==> config.mk <==
export PLATFORM = sky130hd
export DESIGN_NAME = clint_ctrl
export DESIGN_NICKNAME = d
export VERILOG_FILES = /design/src/rtl/clint_ctrl.sv
export SDC_FILE = /design/constraint.sdc
export NUM_CORES = 1
export LEC_CHECK = 0
export CAP_MARGIN = 20
export CORE_UTILIZATION = 34
export CTS_CLUSTER_SIZE = 30
export DETAILED_ROUTE_END_ITERATION = 8
export PLACE_DENSITY = 0.82
export SLEW_MARGIN = 20
export SYNTH_ARGS = -nofsm -noshare
export SYNTH_HDL_FRONTEND = slang
export SYNTH_SLANG_ARGS = --single-unit
==> constraint.sdc <==
create_clock -name clk -period 1.8 [get_ports clk]
set_clock_uncertainty 0.05 [all_clocks]
set_input_delay 0.18 -clock clk [delete_from_list [all_inputs] [get_ports clk]]
set_output_delay 0.18 -clock clk [all_outputs]
set_load 0.05 [all_outputs]
==> src/rtl/clint_ctrl.sv <==
// -----------------------------------------------------------------------------
// clint_ctrl -- core-local interrupt / trap sequencer
//
// Watches the ID-stage for ecall / ebreak / mret and, when CLINT_ASYNC_INT_EN
// is defined, the level machine-timer interrupt. On a trap it stalls the
// pipeline, writes mepc, mstatus and mcause over the CSR file's CLINT write
// port, and then redirects the PC to mtvec. On mret it rewrites mstatus and
// redirects the PC to mepc.
//
// Optional feature macro: CLINT_ASYNC_INT_EN
//   defined   : timer interrupt accepted when timer_irq_i && mstatus.MIE;
//               epc taken from the EX-stage jump target when a jump is in flight
//   undefined : only ecall / ebreak / mret; timer_irq_i, ex_jump_* unused
//
// Ports
//   clk, rst               clock, synchronous active-high reset
//   ecall_i/ebreak_i/mret_i  ID-stage instruction decode flags
//   inst_addr_i            PC of the ID-stage instruction
//   ex_jump_en_i/addr_i    EX-stage taken branch/jump and its target
//   timer_irq_i            level timer interrupt request
//   csr_mtvec_i/mepc_i/mstatus_i  live CSR values
//   clint_csr_wr_*_o       CSR write port (strobe, address, data)
//   hold_o                 whole-pipeline stall
//   int_jump_en_o/addr_o   PC redirect strobe and target
// -----------------------------------------------------------------------------
module clint_ctrl #(
  parameter int CPU_WIDTH      = 32,
  parameter int CSR_ADDR_WIDTH = 12
) (
  input  logic                      clk,
  input  logic                      rst,
  input  logic                      ecall_i,
  input  logic                      ebreak_i,
  input  logic                      mret_i,
  input  logic [CPU_WIDTH-1:0]      inst_addr_i,
  input  logic                      ex_jump_en_i,
  input  logic [CPU_WIDTH-1:0]      ex_jump_addr_i,
  input  logic                      timer_irq_i,
  input  logic [CPU_WIDTH-1:0]      csr_mtvec_i,
  input  logic [CPU_WIDTH-1:0]      csr_mepc_i,
  input  logic [CPU_WIDTH-1:0]      csr_mstatus_i,
  output logic                      clint_csr_wr_en_o,
  output logic [CSR_ADDR_WIDTH-1:0] clint_csr_wr_adder_o,
  output logic [CPU_WIDTH-1:0]      clint_csr_wr_data_o,
  output logic                      hold_o,
  output logic                      int_jump_en_o,
  output logic [CPU_WIDTH-1:0]      int_jump_addr_o
);

  localparam logic [CSR_ADDR_WIDTH-1:0] ADDR_MSTATUS = CSR_ADDR_WIDTH'(12'h300);
  localparam logic [CSR_ADDR_WIDTH-1:0] ADDR_MEPC    = CSR_ADDR_WIDTH'(12'h341);
  localparam logic [CSR_ADDR_WIDTH-1:0] ADDR_MCAUSE  = CSR_ADDR_WIDTH'(12'h342);

  localparam logic [CPU_WIDTH-1:0] CAUSE_ECALL  = CPU_WIDTH'(11);
  localparam logic [CPU_WIDTH-1:0] CAUSE_EBREAK = CPU_WIDTH'(3);
  localparam logic [CPU_WIDTH-1:0] CAUSE_TIMER  = {1'b1, {(CPU_WIDTH-4){1'b0}}, 3'd7};

  typedef enum logic [2:0] {
    S_IDLE,
    S_W_MEPC,
    S_W_MSTATUS,
    S_W_MCAUSE,
    S_W_MRET,
    S_JUMP
  } state_t;

  state_t                 r_state;
  state_t                 w_next;
  logic [CPU_WIDTH-1:0]   r_epc;
  logic [CPU_WIDTH-1:0]   r_cause;
  logic                   r_tgt_mepc;   // 1: return to mepc, 0: vector to mtvec

  logic                   w_irq;
  logic [CPU_WIDTH-1:0]   w_irq_epc;

  // Trap entry: save MIE into MPIE, then disable interrupts.
  function automatic logic [CPU_WIDTH-1:0] f_mstatus_trap(input logic [CPU_WIDTH-1:0] ms);
    logic [CPU_WIDTH-1:0] r;
    r    = ms;
    r[7] = ms[3];
    r[3] = 1'b0;
    return r;
  endfunction

  // Trap return: restore MIE from MPIE, then set MPIE.
  function automatic logic [CPU_WIDTH-1:0] f_mstatus_mret(input logic [CPU_WIDTH-1:0] ms);
    logic [CPU_WIDTH-1:0] r;
    r    = ms;
    r[3] = ms[7];
    r[7] = 1'b1;
    return r;
  endfunction

`ifdef CLINT_ASYNC_INT_EN
  assign w_irq     = timer_irq_i & csr_mstatus_i[3];
  // A taken EX-stage jump means the ID instruction is on the wrong path;
  // resume at the jump target instead.
  assign w_irq_epc = ex_jump_en_i ? ex_jump_addr_i : inst_addr_i;
`else
  logic w_unused;
  assign w_irq     = 1'b0;
  assign w_irq_epc = inst_addr_i;
  assign w_unused  = &{1'b0, timer_irq_i, ex_jump_en_i, ex_jump_addr_i};
`endif

  always_ff @(posedge clk) begin
    if (rst) begin
      r_state    <= S_IDLE;
      r_epc      <= '0;
      r_cause    <= '0;
      r_tgt_mepc <= 1'b0;
    end else begin
      r_state <= w_next;
      if (r_state == S_IDLE) begin
        if (ecall_i) begin
          r_epc      <= inst_addr_i;
          r_cause    <= CAUSE_ECALL;
          r_tgt_mepc <= 1'b0;
        end else if (ebreak_i) begin
          r_epc      <= inst_addr_i;
          r_cause    <= CAUSE_EBREAK;
          r_tgt_mepc <= 1'b0;
        end else if (mret_i) begin
          r_tgt_mepc <= 1'b1;
        end else if (w_irq) begin
          r_epc      <= w_irq_epc;
          r_cause    <= CAUSE_TIMER;
          r_tgt_mepc <= 1'b0;
        end
      end
    end
  end

  always_comb begin
    w_next               = r_state;
    clint_csr_wr_en_o    = 1'b0;
    clint_csr_wr_adder_o = '0;
    clint_csr_wr_data_o  = '0;
    hold_o               = 1'b0;
    int_jump_en_o        = 1'b0;
    int_jump_addr_o      = '0;

    case (r_state)
      S_IDLE: begin
        if (ecall_i || ebreak_i) begin
          w_next = S_W_MEPC;
          hold_o = 1'b1;
        end else if (mret_i) begin
          w_next = S_W_MRET;
          hold_o = 1'b1;
        end else if (w_irq) begin
          w_next = S_W_MEPC;
          hold_o = 1'b1;
        end
      end
      S_W_MEPC: begin
        w_next               = S_W_MSTATUS;
        hold_o               = 1'b1;
        clint_csr_wr_en_o    = 1'b1;
        clint_csr_wr_adder_o = ADDR_MEPC;
        clint_csr_wr_data_o  = r_epc;
      end
      S_W_MSTATUS: begin
        w_next               = S_W_MCAUSE;
        hold_o               = 1'b1;
        clint_csr_wr_en_o    = 1'b1;
        clint_csr_wr_adder_o = ADDR_MSTATUS;
        clint_csr_wr_data_o  = f_mstatus_trap(csr_mstatus_i);
      end
      S_W_MCAUSE: begin
        w_next               = S_JUMP;
        hold_o               = 1'b1;
        clint_csr_wr_en_o    = 1'b1;
        clint_csr_wr_adder_o = ADDR_MCAUSE;
        clint_csr_wr_data_o  = r_cause;
      end
      S_W_MRET: begin
        w_next               = S_JUMP;
        hold_o               = 1'b1;
        clint_csr_wr_en_o    = 1'b1;
        clint_csr_wr_adder_o = ADDR_MSTATUS;
        clint_csr_wr_data_o  = f_mstatus_mret(csr_mstatus_i);
      end
      S_JUMP: begin
        w_next          = S_IDLE;
        hold_o          = 1'b1;
        int_jump_en_o   = 1'b1;
        // Live CSR value: mepc/mtvec already reflect any write just made.
        int_jump_addr_o = r_tgt_mepc ? csr_mepc_i : csr_mtvec_i;
      end
      default: begin
        w_next = S_IDLE;
      end
    endcase

    // Reset silences every output so no partial CSR write or redirect leaks out.
    if (rst) begin
      clint_csr_wr_en_o    = 1'b0;
      clint_csr_wr_adder_o = '0;
      clint_csr_wr_data_o  = '0;
      hold_o               = 1'b0;
      int_jump_en_o        = 1'b0;
      int_jump_addr_o      = '0;
    end
  end

endmodule
==> flow_summary.ini <==
[run_status]
outcome = finished with violations
violations = DRC, setup timing

[synthesis]
yosys.area_share.xor_xnor_pct = 0.278
synth_top_family_by_area = simple AND/OR/NAND/NOR gates
synth-adder-area-share_pct = 0.795
yosysTopAreaCellShare_pct = 24.2
yosysWarnings = 0
synth.mux.area_fraction_pct = 20.4
synth_compound_area_share_pct = 11.7
synth_area_per_cell_um2 = 8.79
synth_flop_cell = dfxtp_1
yosysUniqueCellTypes = 37
synth.yosys.seq_area_share_pct = 24.2
syn_inst = 358
async_flop_share_pct = 0
synth_top_cell_by_area = dfxtp_1
synth_edf_count = 0
ys_top_cells_by_area = dfxtp_1, mux2i_1, nand2b_1
synthSimpleGateAreaFrac_pct = 33.0
synth_seq_cells = 38
synth_area_um2 = 3150

[floorplanning]
initial_utilization_pct = 35.6
ioPinCount = 246
die-area_um2 = 9640
die_h_um = 98.2
core_um2 = 8850
rows = 34
die_x_um = 98.2

[sta]
rsz0062_at_grt = yes
hold_viol = 0
clock.fmax_ghz = 0.501
finalMaxSlewViolations = 0
setup_slack_ns = -0.195
setup_tns_ns = -11.38
period_share_pct = 111
setup_violations = 68
period_needed_ns = 2.00

[detailed_routing]
drc_errors = 18
wl_um = 12200
dr_wl_met3_um = 1070
dr_wl_met2_um = 6670
vias = 3458
topRoutingLayerUsed = met4
wl_per_cell_um = 18.0
first_pass_iters = 6
detail-route-antenna-nets = 0
viasPerCell = 5.09
routedLengthMet1_um = 4280
first_iter_violations = 143

[worst_setup_path]
reg2regPathDepth = 5
rr_startpoint = r_state[1]$_SDFFE_PP0P_
start_kind = flip-flop
crit_path_end_kind = primary output
critPathKind = flip-flop to primary output
cp.required_ns = 1.57
crit_start = r_state[0]$_SDFFE_PP0P_
crit_end = clint_csr_wr_data_o[22]
arrival_ns = 1.77
r2r_slack_ns = 0.16
rr_endpoint = r_epc[29]$_SDFFE_PP0P_
cp_max_fo = 13

[power_and_ir_drop]
p_leak_uw = 0.00247
max-vdd-ir-drop_uv = 1020
power.density_nw_per_um2 = 1170
power_uw = 8170

[cts]
cts_max_level = 2
cts_buffers = 5
cts_tree = built
cts_buffer_depth = 2
ctsHoldBuffers = 0
numClockSinks = 38
path_clk_slew_ns = 0.07
cts_root_buffer = clkbuf_8
worst_skew_pair.late_latency_ns = 0.29

[global_route]
grt_max_degree = 66
first_global_vias = 3603
overflow = 0
track_usage_pct = 23.5
grt_pass1_wl_um = 18200
antenna_found_initial = 0

[cells_and_area]
antenna_cells = 0
final_common_cell = clkdlybuf4s50_1
final_nets = 739
drive_above_1_share_pct = 39.8
layout_common_cells = clkdlybuf4s50_1, buf_12, mux2i_1, nand2b_1, nor2_4
area_growth_pct = 121

[place]
gp_congestion = 0.793
port_buffers = 204
hpwlAfterDp_um = 8460

[min_path]
worst_hold_path_type = input port to flip-flop

[flow_run]
max_cap_viol_count = 0
-- worst min path at each step --
stage | from | end | slack, ns | cells past startpoint
6_report | rst | r_state[1]$_SDFFE_PP0P_ | 0.08 | 2
5_1_grt | rst | r_state[1]$_SDFFE_PP0P_ | 0.09 | 2
4_1_cts | rst | r_state[1]$_SDFFE_PP0P_ | 0.07 | 2
3_5_place_dp | rst | r_state[1]$_SDFFE_PP0P_ | 0.38 | 2
3_3_place_gp | rst | r_state[1]$_SDFFE_PP0P_ | 0.37 | 2
2_1_floorplan | ecall_i | r_cause[3]$_SDFFE_PP0P_ | 0.27 | 2
-- cells in the mapped netlist (2+ instances only) --
| library cell | number |
|---|---|
| nor2_1 | 35 |
| nand2_1 | 6 |
| nor2_4 | 29 |
| inv_1 | 2 |
| nor3_1 | 5 |
| a31oi_1 | 3 |
| buf_1 | 3 |
| o21ai_0 | 3 |
| o21a_1 | 2 |
| nand3_1 | 3 |
| and3b_1 | 2 |
| clkbuf_1 | 20 |
| buf_12 | 3 |
| buf_2 | 5 |
| ha_1 | 2 |
| inv_2 | 4 |
| a221oi_1 | 3 |
| nand2b_1 | 64 |
| nor2b_1 | 5 |
| buf_4 | 10 |
| dfxtp_1 | 38 |
| a21oi_1 | 4 |
| mux2i_1 | 64 |
| buf_6 | 3 |
| a32oi_1 | 28 |
-- metal layers --
layer / GRT usage (%) / up-vias
li1: - / 1646
met1: 25.1 / 1639
met2: 44.7 / 154
met3: 6.73 / 19
met4: 6.77 / 0
met5: 0 / -
-- critical path, stage by stage (launching register included) --
cell,delay [ns]
dfxtp_4,0.36
o21ai_1,0.11
or3b_4,0.48
buf_12,0.21
nor2_4,0.15
buf_12,0.15
-- cells by family after synthesis --
family	Yosys count
AOI/OAI and AO/OA	46
DFF	38
xor gates and xnor gates	1
adders and majority gates	2
other	1
muxes	64
and+or+nand+nor	156
buffers and inverters	50
-- final cells by class --
type	count	area, µm²
Clock inverter	1	5.00
Clock buffer	7	86.3
Sequential cell	38	773
Fill cell	528	1880
Multi-Input combinational cell	276	2680
Timing Repair Buffer	243	3250
Inverter	6	35.0
Tap cell	108	135
-- through the flow --
| step | utilization, % | hold slack, ns | instances | area [µm²] | setup WS [ns] |
|---|---|---|---|---|---|
| floorplan | - | 0.270 | 364 | 3330 | -0.103 |
| global placement | 70.4 | 0.368 | 660 | 6230 | -0.0137 |
| detailed placement | 70.4 | 0.378 | 660 | 6230 | -0.0407 |
| CTS | 76.0 | 0.0740 | 676 | 6730 | -0.208 |
| global route | 78.7 | 0.0894 | 679 | 6970 | -0.257 |
| finish | 78.7 | 0.0816 | 679 | 6970 | -0.195 |
-- sequential cells by signal (all words and copies together) (netlist names) --
signal      flops
r_cause         2
r_epc          32
r_state         3
r_tgt_mepc      1
-- where the power goes --
| group | switching, µW | internal [µW] | total [µW] |
|---|---|---|---|
| sequential | 242 | 1130 | 1380 |
| clock | 312 | 309 | 621 |
| combinational | 3250 | 2920 | 6170 |
| total | 3800 | 4360 | 8170 |
-- timing repair --
item / CTS / global route
cloned: 2 / 4
buffers inserted: 6 / 1
setup endpoints to repair: 70 / 70
endpoints found under the hold margin: 0 / 0
resized for setup: 65 / 30
pin swaps: 12 / 16
No activity file was read; power rests on OpenSTA's default activity.
